[src/rtl/muldiv_pkg.sv]
// muldiv_pkg: shared op/state encodings and decode helpers for the RV32M multiply/divide unit
package muldiv_pkg;
  typedef enum logic [2:0] {
    OP_MUL    = 3'b000,
    OP_MULH   = 3'b001,
    OP_MULHSU = 3'b010,
    OP_MULHU  = 3'b011,
    OP_DIV    = 3'b100,
    OP_DIVU   = 3'b101,
    OP_REM    = 3'b110,
    OP_REMU   = 3'b111
  } muldiv_op_t;
  typedef enum logic [1:0] {S_IDLE, S_CALC, S_DONE} muldiv_state_t;
  function automatic logic is_div(muldiv_op_t op);
    return op[2];
  endfunction
  function automatic logic is_signed_rs1(muldiv_op_t op);
    return op inside {OP_MULH, OP_MULHSU, OP_DIV, OP_REM};
  endfunction
  function automatic logic is_signed_rs2(muldiv_op_t op);
    return op inside {OP_MULH, OP_DIV, OP_REM};
  endfunction
endpackage

[src/rtl/muldiv_step.sv]
// muldiv_step: one shift-add (multiply) or restore-subtract (divide) iteration on a {hi, lo} accumulator
module muldiv_step #(
  parameter int XLEN = 32
) (
  input  logic                div,
  input  logic [2*XLEN-1:0]   acc,
  input  logic [XLEN-1:0]     operand,
  output logic [2*XLEN-1:0]   acc_nx
);
  logic [XLEN:0] sum, shifted, diff;
  always_comb begin
    sum     = {1'b0, acc[2*XLEN-1:XLEN]} + {1'b0, operand & {XLEN{acc[0]}}};
    shifted = acc[2*XLEN-1:XLEN-1];
    diff    = shifted - {1'b0, operand};
    acc_nx  = div ? {(diff[XLEN] ? shifted[XLEN-1:0] : diff[XLEN-1:0]), acc[XLEN-2:0], ~diff[XLEN]}
                  : {sum, acc[XLEN-1:1]};
  end
endmodule

[src/rtl/muldiv_unit.sv]
// muldiv_unit: iterative RV32M multiply/divide execute unit, UNROLL iterations per clock
module muldiv_unit
  import muldiv_pkg::*;
#(
  parameter int XLEN   = 32,
  parameter int UNROLL = 1
) (
  input  logic            clk,
  input  logic            reset,
  input  logic            in_valid,
  output logic            in_ready,
  input  logic [2:0]      fun3,
  input  logic [XLEN-1:0] rs1,
  input  logic [XLEN-1:0] rs2,
  input  logic            flush,
  output logic            out_valid,
  input  logic            out_ready,
  output logic [XLEN-1:0] result,
  output logic            busy
);
  localparam int STEPS = XLEN / UNROLL;
  localparam int CW    = $clog2(STEPS + 1);
  muldiv_state_t state, state_nx;
  muldiv_op_t op, op_in;
  logic neg1, neg2, neg1_in, neg2_in, accept, div_zero, div_ovf, last;
  logic [XLEN-1:0] mag1_in, mag2_in, opnd, special_res, final_res, quot, rem;
  logic [2*XLEN-1:0] acc, acc_nx, prod;
  logic [2*XLEN-1:0] chain [UNROLL+1];
  logic [CW-1:0] cnt;
  assign op_in    = muldiv_op_t'(fun3);
  assign neg1_in  = is_signed_rs1(op_in) & rs1[XLEN-1];
  assign neg2_in  = is_signed_rs2(op_in) & rs2[XLEN-1];
  assign mag1_in  = neg1_in ? -rs1 : rs1;
  assign mag2_in  = neg2_in ? -rs2 : rs2;
  assign in_ready = state == S_IDLE;
  assign busy     = state != S_IDLE;
  assign accept   = in_valid & in_ready & ~flush;
  assign div_zero = is_div(op_in) && rs2 == '0;
  assign div_ovf  = is_div(op_in) && is_signed_rs2(op_in) && rs1 == {1'b1, {(XLEN-1){1'b0}}} && rs2 == '1;
  assign special_res = div_zero ? (fun3[1] ? rs1 : '1) : (fun3[1] ? '0 : rs1);
  assign last     = cnt == CW'(STEPS - 1);
  assign chain[0] = acc;
  for (genvar i = 0; i < UNROLL; i++) begin : g_step
    muldiv_step #(.XLEN(XLEN)) u_step (
      .div     (is_div(op)),
      .acc     (chain[i]),
      .operand (opnd),
      .acc_nx  (chain[i+1])
    );
  end
  assign acc_nx = chain[UNROLL];
  // sign fix is applied to the final iteration's output as it is captured into result
  assign prod      = (neg1 ^ neg2) ? -acc_nx : acc_nx;
  assign quot      = (neg1 ^ neg2) ? -acc_nx[XLEN-1:0] : acc_nx[XLEN-1:0];
  assign rem       = neg1 ? -acc_nx[2*XLEN-1:XLEN] : acc_nx[2*XLEN-1:XLEN];
  assign final_res = is_div(op) ? (op inside {OP_REM, OP_REMU} ? rem : quot)
                                : (op == OP_MUL ? prod[XLEN-1:0] : prod[2*XLEN-1:XLEN]);
  always_comb begin
    state_nx = state;
    case (state)
      S_IDLE:  state_nx = accept ? ((div_zero | div_ovf) ? S_DONE : S_CALC) : S_IDLE;
      S_CALC:  state_nx = last ? S_DONE : S_CALC;
      S_DONE:  state_nx = out_ready ? S_IDLE : S_DONE;
      default: state_nx = S_IDLE;
    endcase
    if (flush) state_nx = S_IDLE;
  end
  always_ff @(posedge clk or posedge reset) begin
    if (reset) begin
      state     <= S_IDLE;
      out_valid <= 1'b0;
      result    <= '0;
      cnt       <= '0;
      acc       <= '0;
      opnd      <= '0;
      op        <= OP_MUL;
      neg1      <= 1'b0;
      neg2      <= 1'b0;
    end else begin
      state     <= state_nx;
      out_valid <= state_nx == S_DONE;
      if (accept) begin
        op   <= op_in;
        neg1 <= neg1_in;
        neg2 <= neg2_in;
        cnt  <= '0;
        opnd <= is_div(op_in) ? mag2_in : mag1_in;
        acc  <= {{XLEN{1'b0}}, is_div(op_in) ? mag1_in : mag2_in};
        if (div_zero | div_ovf) result <= special_res;
      end else if (state == S_CALC && !flush) begin
        acc <= acc_nx;
        cnt <= cnt + CW'(1);
        if (last) result <= final_res;
      end
    end
  end
endmodule

[config.mk]
export PLATFORM = sky130hd
export DESIGN_NAME = muldiv_unit
export DESIGN_NICKNAME = d
export VERILOG_FILES = /design/src/rtl/muldiv_pkg.sv /design/src/rtl/muldiv_step.sv /design/src/rtl/muldiv_unit.sv
export SDC_FILE = /design/constraint.sdc
export NUM_CORES = 1
export LEC_CHECK = 0
export CORE_ASPECT_RATIO = 1.2
export CORE_MARGIN = 5
export CORE_UTILIZATION = 25
export CTS_CLUSTER_DIAMETER = 100
export DETAILED_ROUTE_END_ITERATION = 10
export GPL_TIMING_DRIVEN = 1
export PLACE_DENSITY = 0.42
export SETUP_SLACK_MARGIN = 0.2
export SLEW_MARGIN = 20
export SYNTH_ARGS = -nofsm -noshare
export SYNTH_HDL_FRONTEND = slang
export SYNTH_SLANG_ARGS = --single-unit
[constraint.sdc]
create_clock -name clk -period 12.88 [get_ports clk]
set_input_delay 1.932 -clock clk [delete_from_list [all_inputs] [get_ports clk]]
set_output_delay 1.932 -clock clk [all_outputs]
set_load 0.05 [all_outputs]
* After elaboration in Yosys (flattened, before gate mapping) *
Cells that the tools add are included.

word-level totals
  register bits = 142
  bits of input ports = 72
  output and inout bits = 35
  word-level logic and storage cells = 84

cells by class
  add/sub/neg operators = 8
  equality and inequality tests = 13
  muxes and demuxes = 29
  bitwise logic cells = 9
  reduce and logical (&&, ||, !) cells = 16

operators by type and width
  operator                                                         number
  32-bit two-way mux                                               17
  64-bit two-way mux                                               4
  32-bit negation                                                  4
  32-bit == test, second input constant                            2
  64-bit negation                                                  1
  32-bit by 32-bit adder with 33-bit output                        1
  33-bit by 32-bit subtractor with 33-bit output                   1
  32-bit AND                                                       1
  32-bit logical NOT                                               1
  3-bit == test, second input constant                             4
  6-bit two-way mux                                                2
  2-bit two-way mux                                                5
  2-bit nonzero test                                               4
  6-bit by 1-bit adder with 6-bit output, second input constant    1
  6-bit by 5-bit == test with 1-bit output, second input constant  1
  2-bit one-hot mux with 3 select lines                            1
  1-bit logical AND                                                5
  1-bit AND                                                        4
  2-bit == test, second input constant                             2
  4-bit nonzero test                                               1
  3-bit by 1-bit == test with 1-bit output, second input constant  1
  3-bit by 2-bit == test with 1-bit output, second input constant  1
  3-bit logical NOT                                                1
  3-bit AND reduction                                              1
  8 further kinds                                                  9

* Depth between registers and ports, before layout *
  depth after elaboration = 11
  depth in mapped cells = 28
  gate-level depth less buffers = 23

* Hierarchy *
From an unflattened synthesis, not the netlist that was laid out.

unflattened totals
  cell total of the unflattened synthesis = 2159
  area, all modules = 16191.8 sq um

by module, submodules not included
  module       times used  cells an instance  area an instance (sq um)  seq. area each (sq um)
  muldiv_unit  1           1447               11362.1                   3553.4
  muldiv_step  1           712                4829.6                    0.0

* Worst setup path after synthesis *
No wires, ideal clock.

  kind = flip-flop to flip-flop
  start = register acc[31]
  end = register result[22]
  setup time = 0.126 ns
  arrival time = 5.026 ns
  required time = 12.754 ns
  slack = 7.728 ns
  stages on the path, launching flop included = 27
  path buffers = 4
  period minus slack after synthesis = 5.152 ns
  cells stage by stage = dfrtp_1 > inv_1 > ha_1 > fa_1 > nand2b_1 > a211oi_2 > o21a_1 > o211ai_4 > a21oi_2 > buf_4 > buf_6 > nor2_4 > buf_6 > buf_2 > o21ai_0 > a21oi_1 > inv_1 > ha_1 > nand3_1 > nor4_1 > a211oi_1 > and3b_1 > nand3_2 > o41ai_4 > xor2_1 > a21oi_1 > o32a_1

between the ends
  cells in the longest elaborated chain, start to end = 10
  elaborated cells on any way between the ends = 16
  classes of those cells = 4 x add/sub; 11 x mux; 1 x bitwise

RTL lines
  item                                             line                                  source
  from (decl)                                      muldiv_unit.sv:27                     logic [2*XLEN-1:0] acc, acc_nx, prod;
  from (signal assigned)                           muldiv_unit.sv:88                     acc <= {{XLEN{1'b0}}, is_div(op_in) ? mag1_in : mag2_in};
  from (signal assigned)                           muldiv_unit.sv:91                     acc <= acc_nx;
  33-bit by 32-bit subtractor with 33-bit output   muldiv_step.sv:14                     diff = shifted - {1'b0, operand};
  32-bit two-way mux or 1-bit NOT (tied branches)  muldiv_step.sv:15                     acc_nx = div ? {(diff[XLEN] ? shifted[XLEN-1:0] : diff[XLEN-1:0]), acc[XLEN-2:0], ~diff[XLEN]}
  64-bit two-way mux (*)                           muldiv_step.sv:15
  64-bit negation (tied with other cells)          muldiv_unit.sv:53                     assign prod = (neg1 ^ neg2) ? -acc_nx : acc_nx;
  64-bit two-way mux (tied with other cells)       muldiv_unit.sv:53
  32-bit two-way mux, on equally long branches     muldiv_unit.sv:57, muldiv_unit.sv:56
  32-bit two-way mux (*)                           muldiv_unit.sv:56                     assign final_res = is_div(op) ? (op inside {OP_REM, OP_REMU} ? rem : quot)
  32-bit two-way mux (*)                           muldiv_unit.sv:93                     if (last) result <= final_res;
  32-bit two-way mux (*)                           muldiv_unit.sv:90                     end else if (state == S_CALC && !flush) begin
  32-bit two-way mux (*)                           muldiv_unit.sv:82                     if (accept) begin
  to (signal assigned)                             muldiv_unit.sv:89                     if (div_zero | div_ovf) result <= special_res;
  to (signal assigned)                             muldiv_unit.sv:93
  to (decl)                                        muldiv_unit.sv:18                     output logic [XLEN-1:0] result,

Mark *: on every way between the ends. The rest lies on a longest branch, timed or not. The select of a mux whose other input is x is not followed.
A chain may end at the register's enable or synchronous reset.

* Worst setup path after layout *
  start = input port rs2[4]
  end = register result[20]

between the ends
  cells in the longest elaborated chain, start to end = 5
  elaborated cells on any way between the ends = 10
  classes of those cells = 2 x eq/ne; 3 x mux; 1 x bitwise; 4 x reduce/logical

RTL lines
  item                                                                                             line                                  source
  from (decl)                                                                                      muldiv_unit.sv:14                     input logic [XLEN-1:0] rs2,
  32-bit == test or 32-bit logical NOT (tied branches)                                             muldiv_unit.sv:39, muldiv_unit.sv:38
  1-bit logical AND, on equally long branches                                                      muldiv_unit.sv:39, muldiv_unit.sv:38
  1-bit bitwise OR or 32-bit two-way mux (tied branches)                                           muldiv_unit.sv:89, muldiv_unit.sv:40
  2-bit by 1-bit != test with 1-bit output (no source line) or 32-bit two-way mux (tied branches)  n/a
  3-bit AND reduction (no source line) or 32-bit two-way mux (tied branches)                       n/a

Several ways; a longest one is shown, not always the timed one. The select of a mux whose other input is x is not followed.

==> results.ini <==
[critical_path]
cp_num_cells = 14
reg2reg_slack_ps = 6570
critPathBufInv = 2
critical-path-max-stage-delay_ps = 780
worstSetupEndpointType = flop
cp_max_fo = 50
start_kind = input port
rr_worst_depth = 17
required_ps = 13230
slowest_stage = nand2_2
crit_chain = clkdlybuf4s50_1 > or4_1 > nor4_1 > and2_1 > nand2_1 > nor4b_2 > buf_4 > a31oi_1 > nand2b_1 > nand2_2 > o311ai_0 > a21oi_1 > o21ai_0 > o32a_1
critPathTopFamily = simple AND/OR/NAND/NOR gates
cp.arrival_ps = 7140
critPathKind = in2reg

[detailed_routing]
num_vias = 17923
drt-initial-drc-count = 1351
routed_wirelength_um = 84200
vias_per_cell = 5.59
drt_pass1_iterations = 6
antenna_left = 0
drc = 0
wl_per_cell_um = 26.3

[clocking]
cts_root_buf = clkbuf_16
cts_resized = 0
htreeDepth = 4
numCtsBuffers = 17
path_clk_slew_ps = 70
clkLatencyLatePin_ps = 470
clock-sinks = 142
cts_hold_buf = 0
cts_tree = yes
cts.path.max_buffers = 2
cts_setup_buffers = 0

[synthesis]
syn_area_per_cell_um2 = 7.31
synth-seq-area-share_pct = 21.3
synth_area_leaders = dfrtp_1 (21%), o21ai_0 (7.4%), nand2_1 (6.1%), a21oi_1 (6.1%), ha_1 (5.3%)
syn_area_mm2 = 0.0167
async_reset_ff_share_pct = 100
ys_ff_latch = 142
synth_ff_type = dfrtp_1
syn_inst = 2281
synth.distinct_cells = 103
synth_fp_nets = 2425
synth.top_cell.area_share_pct = 21.3
yosysTopAreaCell = dfrtp_1
synth_edf_count = 0
synth_warnings = 0

[timing]
layout_min_cycle_time_ps = 6790
setup_tns_ps = 0
hold_viol = 0
max_freq_mhz = 147
setup_violations = 0
maxSlewHeadroom_pct = 25.5
fin_crit_sh_pct = 52.7
worstMarginPinSlew_ps = 1110
rsz0062_at_grt = false
finClkSkew_ps = 16.5
slew_viol_final = 0

[floorplanning]
die_area_mm2 = 0.0719
die_h_um = 293
dieWidth_um = 246
start_util_pct = 25.3
io_pins = 107
core.rowCount = 103
core_area_mm2 = 0.0660

[finish]
n_antenna_cell = 0
synthToLayoutAreaGrowth_pct = 15.2
nets = 2447
final_common_cell = nand2_1
drive_gt1_share_pct = 6.09
final_cell_mix = nand2_1 (272), o21ai_0 (247), nor2_1 (203), a21oi_1 (203), dfrtp_1 (141)
finish.utilization_pct = 29.1

[run_status]
outcome = finished clean

[power]
power_density_mw_per_mm2 = 151
p_seq_share_pct = 20.7
p_leak_uw = 0.00753
p_int_uw = 1380
p_total_uw = 2910
switching_share_pct = 52.6
ir_drop_mv = 0.0794
clkPwrFrac_pct = 19.2
p_sw_uw = 1530
combinationalPowerShare_pct = 60.1

[place]
globalplace.congestion = 0.966
dp.final_hpwl_um = 68100
io_buffers = 106

[job]
drv_cap = 0

[min_path]
hold_depth = 2
hold_path.class = reg2reg

[global_route]
grt_start_max_net_pins = 112
antenna_found_initial = 3
grt_pass1_wl_um = 123000
grtUsageTotal_pct = 22.8
grt.overflow.total = 0
grt_pass1_vias = 17607

==> synthesized netlist by cell type, drive strengths merged, types with 8 or more instances <==
cell and number:
ha 70, nand4 40, o21bai 8, maj3 18, a21oi 206, mux2i 54, xnor2 94, buf 39
xor2 89, nor2b 8, a31oi 41, nor2 207, and2 49, o31ai 27, a21o 23, nand3b 8
or2 8, clkbuf 98, a311oi 9, or3 21, dfrtp 142, a22o 20, nor4 29, and3 16
o21ai 249, nor3 60, o41ai 8, o211ai 51, nand2 277, inv 70, o21a 12, nand2b 9
nand3 51, o221ai 16, a211oi 17, a221oi 15
==> per-layer routing <==
metal / vias to the layer above / wire (um) / global-route usage [%]
met2: 570 / 42700 / 41.2
li1: 8435 / - / -
met5: - / 0 / 0
met4: 0 / 4500 / 10.4
met3: 123 / 3340 / 2.45
met1: 8795 / 33800 / 27.0
==> cell type report <==
| class | instances | area (um2) |
|---|---|---|
| clock buffers | 18 | 439 |
| clock inverters | 13 | 178 |
| fillers | 7390 | 46800 |
| inverters | 70 | 268 |
| multi-input cells | 1932 | 12300 |
| flip-flops and latches | 142 | 3560 |
| well taps | 892 | 1120 |
| repair buffers | 140 | 1330 |
==> logic make-up (layout without fill, tap and decap cells) <==
family,Yosys count,in the layout,share of synthesized area (%)
buffers and inverters,207,241,5.06
xor gates and xnor gates,183,183,9.62
DFF,142,142,21.3
muxes,61,61,3.74
AOI/OAI and AO/OA,785,785,30.3
and+or+nand+nor,813,813,23.3
adders and majority gates,90,90,6.58
==> tightest hold or removal path, delay by kind of cell (launching register included) <==
kind / cells / cell delay [ps]
flops: 1 / 360
compound gates: 1 / 60
simple gates: 1 / 50
==> flip-flops by register name, indices dropped and copies added, names as in the netlist <==
signal     cells
neg2           1
opnd          32
result        32
state          2
acc           64
cnt            6
out_valid      1
op             3
neg1           1
==> metrics by stage <==
step | instance area, um2 | instances | hold slack (ps) | setup WS [ps]
floorplan | 16700 | 2281 | 463 | 7140
global placement | 18600 | 3176 | 468 | 5670
detailed placement | 18600 | 3176 | 492 | 5640
CTS | 19200 | 3207 | 507 | 6110
global route | 19200 | 3207 | 527 | 5690
finish | 19200 | 3207 | 500 | 6090
==> power by group through the flow <==
stage / logic (uW) / registers [uW] / clock network [uW]
after global placement: 1710 / 607 / 0
final: 1750 / 601 / 559
after detailed placement: 1710 / 608 / 0
after floorplan: 1140 / 562 / 0
after global routing: 1860 / 610 / 581
after CTS: 1720 / 599 / 570
==> worst paths after layout <==
path / start / end
setup reg to reg: acc[0] / result[23]
hold reg to reg: opnd[5] / opnd[5]
min in group asynchronous: reset / out_valid
setup / recovery: rs2[4] / result[20]
hold / removal: opnd[5] / opnd[5]
max in group asynchronous: reset / op[2]
Note: power is estimated with default switching activity, not from simulation.
